### src/rtl/rtc_bus_sequencer.sv
// rtl/rtc_bus_sequencer.sv - RTC bus master and field refresh scheduler
//
// Each refresh tick sweeps FIELD_COUNT RTC fields over a multiplexed
// address/data bus. After each read the field register gets a one-cycle load
// strobe. User write-backs are slotted in between sweep accesses.
//
// Ports:
//   clk, reset                     clock, asynchronous active-high reset
//   tick                           refresh request pulse
//   edit_mode                      suppresses sweeps; bank sources edit counters
//   write_req/field/data           write-back request, captured on acceptance
//   write_ready, write_ack         write slot free / write access completed
//   busy                           bus access in progress
//   ad_out, ad_oe, ad_in           multiplexed bus drive, drive enable, read value
//   ad_sel_n, cs_n, rd_n, wr_n     RTC phase select and strobes (active-low)
//   load_en, rtc_data              one-hot field load strobe, last sampled data
//   src_sel                        bank source select (edit_mode delayed 1 clk)
module rtc_bus_sequencer #(
   parameter int N           = 8,
   parameter int FIELD_COUNT = 6,
   parameter int BASE_ADDR   = 'h21,
   parameter int T_PHASE     = 4,
   localparam int FW = (FIELD_COUNT > 1) ? $clog2(FIELD_COUNT) : 1
) (
   input  logic                   clk,
   input  logic                   reset,
   input  logic                   tick,
   input  logic                   edit_mode,
   input  logic                   write_req,
   input  logic [FW-1:0]          write_field,
   input  logic [N-1:0]           write_data,
   output logic                   write_ready,
   output logic                   write_ack,
   output logic                   busy,
   output logic [N-1:0]           ad_out,
   output logic                   ad_oe,
   input  logic [N-1:0]           ad_in,
   output logic                   ad_sel_n,
   output logic                   cs_n,
   output logic                   rd_n,
   output logic                   wr_n,
   output logic [FIELD_COUNT-1:0] load_en,
   output logic [N-1:0]           rtc_data,
   output logic                   src_sel
);

   localparam int CW = $clog2(FIELD_COUNT + 1);
   localparam int PW = (T_PHASE > 1) ? $clog2(T_PHASE) : 1;

   typedef enum logic [2:0] {IDLE, A_ASSERT, A_RELEASE, D_ASSERT, D_RELEASE} state_t;

   state_t        state;
   logic [PW-1:0] phase;
   logic          acc_write;
   logic [CW-1:0] acc_field;
   logic [N-1:0]  acc_data;

   // next_field is the next field to read; equal to FIELD_COUNT once the
   // last read of the sweep has been launched.
   logic          sweep_on;
   logic          sweep_pend;
   logic [CW-1:0] next_field;

   logic          slot_full;
   logic [FW-1:0] slot_field;
   logic [N-1:0]  slot_data;

   logic          phase_last;
   logic          boundary;
   logic          accept;
   logic          accept_ok;
   logic          sweep_on_c;
   logic          sweep_pend_c;
   logic [CW-1:0] next_field_c;
   logic          start_wr;
   logic          start_rd;
   logic [CW-1:0] start_field;
   logic [N-1:0]  start_data;

   assign phase_last = (phase == PW'(T_PHASE - 1));
   // New accesses are only launched from idle or on the final clk of an access.
   assign boundary   = (state == IDLE) || ((state == D_RELEASE) && phase_last);
   assign accept     = write_req && write_ready;
   assign accept_ok  = accept && (int'(write_field) < FIELD_COUNT);

   always_comb begin
      sweep_on_c   = sweep_on;
      sweep_pend_c = sweep_pend;
      next_field_c = next_field;
      start_wr     = 1'b0;
      start_rd     = 1'b0;
      start_field  = CW'(slot_field);
      start_data   = slot_data;

      if (tick && !edit_mode) begin
         if (sweep_on) begin
            sweep_pend_c = 1'b1;
         end else begin
            sweep_on_c   = 1'b1;
            next_field_c = '0;
         end
      end

      if (boundary) begin
         if (edit_mode) begin
            sweep_on_c   = 1'b0;
            sweep_pend_c = 1'b0;
         end
         if (sweep_on_c && (next_field_c == CW'(FIELD_COUNT))) begin
            if (sweep_pend_c) begin
               sweep_pend_c = 1'b0;
               next_field_c = '0;
            end else begin
               sweep_on_c = 1'b0;
            end
         end
         // A write (held or arriving this clk) always beats the next sweep read.
         if (slot_full) begin
            start_wr = 1'b1;
         end else if (accept_ok) begin
            start_wr    = 1'b1;
            start_field = CW'(write_field);
            start_data  = write_data;
         end else if (sweep_on_c) begin
            start_rd     = 1'b1;
            start_field  = next_field_c;
            next_field_c = next_field_c + 1'b1;
         end
      end
   end

   always_ff @(posedge clk or posedge reset) begin
      if (reset) begin
         state       <= IDLE;
         phase       <= '0;
         acc_write   <= 1'b0;
         acc_field   <= '0;
         acc_data    <= '0;
         sweep_on    <= 1'b0;
         sweep_pend  <= 1'b0;
         next_field  <= '0;
         slot_full   <= 1'b0;
         slot_field  <= '0;
         slot_data   <= '0;
         write_ready <= 1'b1;
         write_ack   <= 1'b0;
         busy        <= 1'b0;
         ad_out      <= '0;
         ad_oe       <= 1'b0;
         ad_sel_n    <= 1'b1;
         cs_n        <= 1'b1;
         rd_n        <= 1'b1;
         wr_n        <= 1'b1;
         load_en     <= '0;
         rtc_data    <= '0;
         src_sel     <= 1'b0;
      end else begin
         src_sel    <= edit_mode;
         load_en    <= '0;
         sweep_on   <= sweep_on_c;
         sweep_pend <= sweep_pend_c;
         next_field <= next_field_c;

         // Slot frees on the clk after the ack pulse.
         if (write_ack) write_ready <= 1'b1;
         write_ack <= 1'b0;
         if (accept) begin
            write_ready <= 1'b0;
            if (!accept_ok) begin
               write_ack <= 1'b1;
            end else if (!start_wr) begin
               slot_full  <= 1'b1;
               slot_field <= write_field;
               slot_data  <= write_data;
            end
         end
         if (start_wr) slot_full <= 1'b0;

         if (start_wr || start_rd) begin
            state     <= A_ASSERT;
            phase     <= '0;
            busy      <= 1'b1;
            acc_write <= start_wr;
            acc_field <= start_field;
            acc_data  <= start_data;
            ad_out    <= N'(BASE_ADDR + int'(start_field));
            ad_oe     <= 1'b1;
            ad_sel_n  <= 1'b0;
            cs_n      <= 1'b0;
            wr_n      <= 1'b0;
            rd_n      <= 1'b1;
         end else if (state != IDLE) begin
            if (!phase_last) begin
               phase <= phase + 1'b1;
               if ((state == D_RELEASE) && acc_write && (phase == PW'(T_PHASE - 2)))
                  write_ack <= 1'b1;
            end else begin
               phase <= '0;
               case (state)
                  A_ASSERT: begin
                     state <= A_RELEASE;
                     wr_n  <= 1'b1;
                  end
                  A_RELEASE: begin
                     state    <= D_ASSERT;
                     ad_sel_n <= 1'b1;
                     if (acc_write) begin
                        ad_out <= acc_data;
                        wr_n   <= 1'b0;
                     end else begin
                        ad_oe <= 1'b0;
                        rd_n  <= 1'b0;
                     end
                  end
                  D_ASSERT: begin
                     state <= D_RELEASE;
                     cs_n  <= 1'b1;
                     rd_n  <= 1'b1;
                     wr_n  <= 1'b1;
                     ad_oe <= 1'b0;
                     if (!acc_write) begin
                        rtc_data <= ad_in;
                        load_en  <= FIELD_COUNT'(1) << acc_field;
                     end
                  end
                  default: begin
                     state <= IDLE;
                     busy  <= 1'b0;
                  end
               endcase
            end
         end
      end
   end

endmodule

### config.mk
export PLATFORM = sky130hd
export DESIGN_NAME = rtc_bus_sequencer
export DESIGN_NICKNAME = d
export VERILOG_FILES = /design/src/rtl/rtc_bus_sequencer.sv
export SDC_FILE = /design/constraint.sdc
export NUM_CORES = 1
export LEC_CHECK = 0
export BUFFER_PORTS_ARGS = -buffer_cell sky130_fd_sc_hd__buf_2
export CAP_MARGIN = 5
export CORE_UTILIZATION = 35
export DETAILED_ROUTE_END_ITERATION = 7
export MAX_ROUTING_LAYER = met4
export PLACE_DENSITY = 0.53
export SETUP_SLACK_MARGIN = 0.2
export SYNTH_ARGS = -nofsm -noshare
export SYNTH_HDL_FRONTEND = slang
export SYNTH_SLANG_ARGS = --single-unit
### constraint.sdc
create_clock -name clk -period 5.4 [get_ports clk]
set_input_delay 0.27 -clock clk [delete_from_list [all_inputs] [get_ports clk]]
set_output_delay 0.27 -clock clk [all_outputs]
set_load 0.005 [all_outputs]
==> results.txt <==
Fillers: 799
Initial Utilization: 0.368
vias in the first global route: 1,963
DRC: 0
post-synthesis cell area: 0.00289 mm2
Final nets: 337
Max H-tree Level: 3
remaining global-route overflow: 0
pin count of the biggest net entering global routing: 66
detailed-route via count: 2,010
Post-DP HPWL: 3.97 mm
Post-Syn Instances: 252
largest area contributor in the synthesized netlist: dfrtp_1
WP data arrival: 2.61 ns
Critical Path Max Stage Delay: 0.71 ns
maxcap violations: 0
DR vias/cell: 4.81
min-delay worst type: primary input to register
worst path bufs/invs: 0
Synth Warn #: 0
Setup Skew: 0.00885 ns
maximum vdd drop: 136 uV
initial antenna violation count: 0
Worst R2R Path Depth: 5
Clock Latency Late Sink: 0.35 ns
post-synth top area share: 0.520
Synth Register Bits: 65
outcome: finished clean
CTS tree: yes
clock-pin slew on the worst setup and hold paths: 0.07 ns
leakage: 0.00167 uW
Die ar.: 0.00862 mm2
Syn Area/Cell: 11.5 um2
final RePlAce weighted congestion: 0.789
endpoint of the worst register-to-register path: slot_data[2]$_DFFE_PP0P_
standard-cell rows: 32
worst reg2reg path startpoint: phase[0]$_DFFE_PP0N_
I/O Pins: 55
fin crit share: 0.441
IO buf count: 54
DRT Wirelength: 5.64 mm
fin crit period: 2.38 ns
CP max stage cell: nor2_1
Worst path top cell family by delay: simple AND/OR/NAND/NOR gates
Setup Crit Path Kind: register to register
Cell Pwr Density: 509 mW/mm2
postcts setup bufs: 0
Pins Over Slew Limit: 0
unrepaired setup endpoints after global routing: false
CP startpoint kind: register
Inserted Clock Buffers: 9
DR pass1 iterations: 4
Avg WL per Cell: 13.5 um
first-pass GRT wire length: 9.58 mm
area grow syn2layout: 19.7%
reg2reg setup slack: 3.02 ns
syn_nets: 278
cts hold-fix bufs: 0
drt first-iter violations: 61
Fin. Hold Viols: 0
Hold Startpoint: write_req
antenna cells: 0
Die Y: 92.9 um
Setup TNS: 0 ns
max_slew headroom: 0.428
Worst-Margin Slew: 0.854 ns
clock buffer depth: 2
core area: 0.00785 mm2
antenna viol nets, final: 0
WHS: 0.0943 ns
hold depth: 2
critical-path maximum fanout: 11
Highest Clock Rate: 0.420 GHz
Crit. End Element: register
clock root cell: clkbuf_8
sequential cell area fraction in the yosys report: 0.565
synth top area cells: dfrtp_1, mux2_2, mux2i_1, dfstp_2, nand2_1
final setup vio count: 0
Hold Path End: write_ready$_DFFE_PP1P_
CP required: 5.63 ns
TritonCTS Sinks: 65
cells along the critical path: ha_1 > nand2b_4 > and2_0 > nor2_1 > mux2_2
CTS resizes: 0
Tot GR Track Use: 0.150
CP Launch Point: phase[0]$_DFFE_PP0N_
Die W: 92.9 um
layout cells sized above 1: 0.348
Yosys cell types: 51
-- per-stage QoR --
stage / util / instance area, um2 / total power, uW / std cells / setup WS, ns
2_1_floorplan: - / 2890 / 1180 / 252 / 3.51
3_3_place_gp: 0.415 / 3260 / 1350 / 402 / 3.03
3_5_place_dp: 0.415 / 3260 / 1360 / 402 / 3.01
4_1_cts: 0.441 / 3460 / 1790 / 418 / 2.99
5_1_grt: 0.441 / 3460 / 1900 / 418 / 2.80
6_report: 0.441 / 3460 / 1760 / 418 / 3.02
-- kinds of logic after synthesis --
family / synth area share
buffers and inverters: 0.0251
DFF: 0.565
and+or+nand+nor: 0.144
adders and majority gates: 0.00866
muxes: 0.133
xor gates and xnor gates: 0.00606
AOI/OAI and AO/OA: 0.118
-- layout by cell type (no fill, tap or decap), types with 3 or more instances in the layout --
cell / instances
a211oi_1: 3
a21oi_1: 11
buf_2: 54
clkbuf_8: 9
dfrtp_1: 60
dfstp_2: 5
inv_1: 8
mux2_2: 19
mux2i_1: 17
nand2_1: 33
nand3_1: 5
nand3b_1: 3
nor2_1: 18
nor3_1: 4
nor3b_1: 3
o21ai_0: 13
-- sequential cells by signal, indices dropped and copies added (netlist names), 3 cells and up --
signal / cells
acc_data: 8
acc_field: 3
ad_out: 8
load_en: 6
next_field: 3
rtc_data: 8
slot_data: 8
slot_field: 3
state: 3
-- power by group --
part	leakage [uW]	internal (uW)	switching (uW)	total, uW
clock	0.000100	217	203	420
combinational	0.000756	265	264	529
sequential	0.000814	683	129	812
total	0.00167	1160	596	1760
-- layout make-up --
class	instances	area, um2	share of cell area
tap	102	128	0.0369
clock inverter	7	77.6	0.0224
clock buffer	9	124	0.0358
multi-input combinational	171	1180	0.342
sequential	65	1630	0.472
timing repair buffer	55	278	0.0803
inverter	9	33.8	0.00977
-- worst reg2reg max path, stage by stage (launching register included) --
cell and delay [ns]:
dfrtp_1 0.41, ha_1 0.29, nand2b_4 0.19, and2_0 0.25, nor2_1 0.71, mux2_2 0.42
-- cells in the mapped netlist (all sizes together) --
cell type  instances
o22ai              1
mux2              19
nand3              5
o21bai             2
or2                1
xor2               1
nand3b             3
or4b               1
nor3               4
a211o              2
o32ai              1
o21a               1
o211ai             1
inv                9
a311oi             1
and3               2
mux2i             17
nand2b             3
xnor2              1
nor2              20
o21ai             13
dfrtp             60
o2bb2ai            2
or3                2
clkbuf             5
a211oi             4
nor2b              1
nor3b              3
a21o               2
nand2             33
ha                 2
a2bb2oi            1
buf                2
a21oi             13
or3b               1
and4               1
and2               2
dfstp              5
a31oi              1
and3b              1
a21boi             3
-- worst max-delay path by stage --
stage,to,slack (ns),cells after the start
floorplan,acc_data[0]$_DFFE_PP0P_,3.51,1
global placement,slot_data[6]$_DFFE_PP0P_,3.03,5
detailed placement,slot_data[6]$_DFFE_PP0P_,3.01,5
CTS,slot_data[2]$_DFFE_PP0P_,2.99,5
global route,ad_out[2]$_DFFE_PP0P_,2.80,6
finish,slot_data[2]$_DFFE_PP0P_,3.02,5
-- layer usage --
metal,part of all wire,global-route usage,vias to the layer above
met5,0,-,-
met4,0.023,0.0885,0
met3,0.029,0.0271,10
met2,0.45,0.220,37
met1,0.49,0.193,965
li1,-,-,998
(Power assumes the default switching activity.)
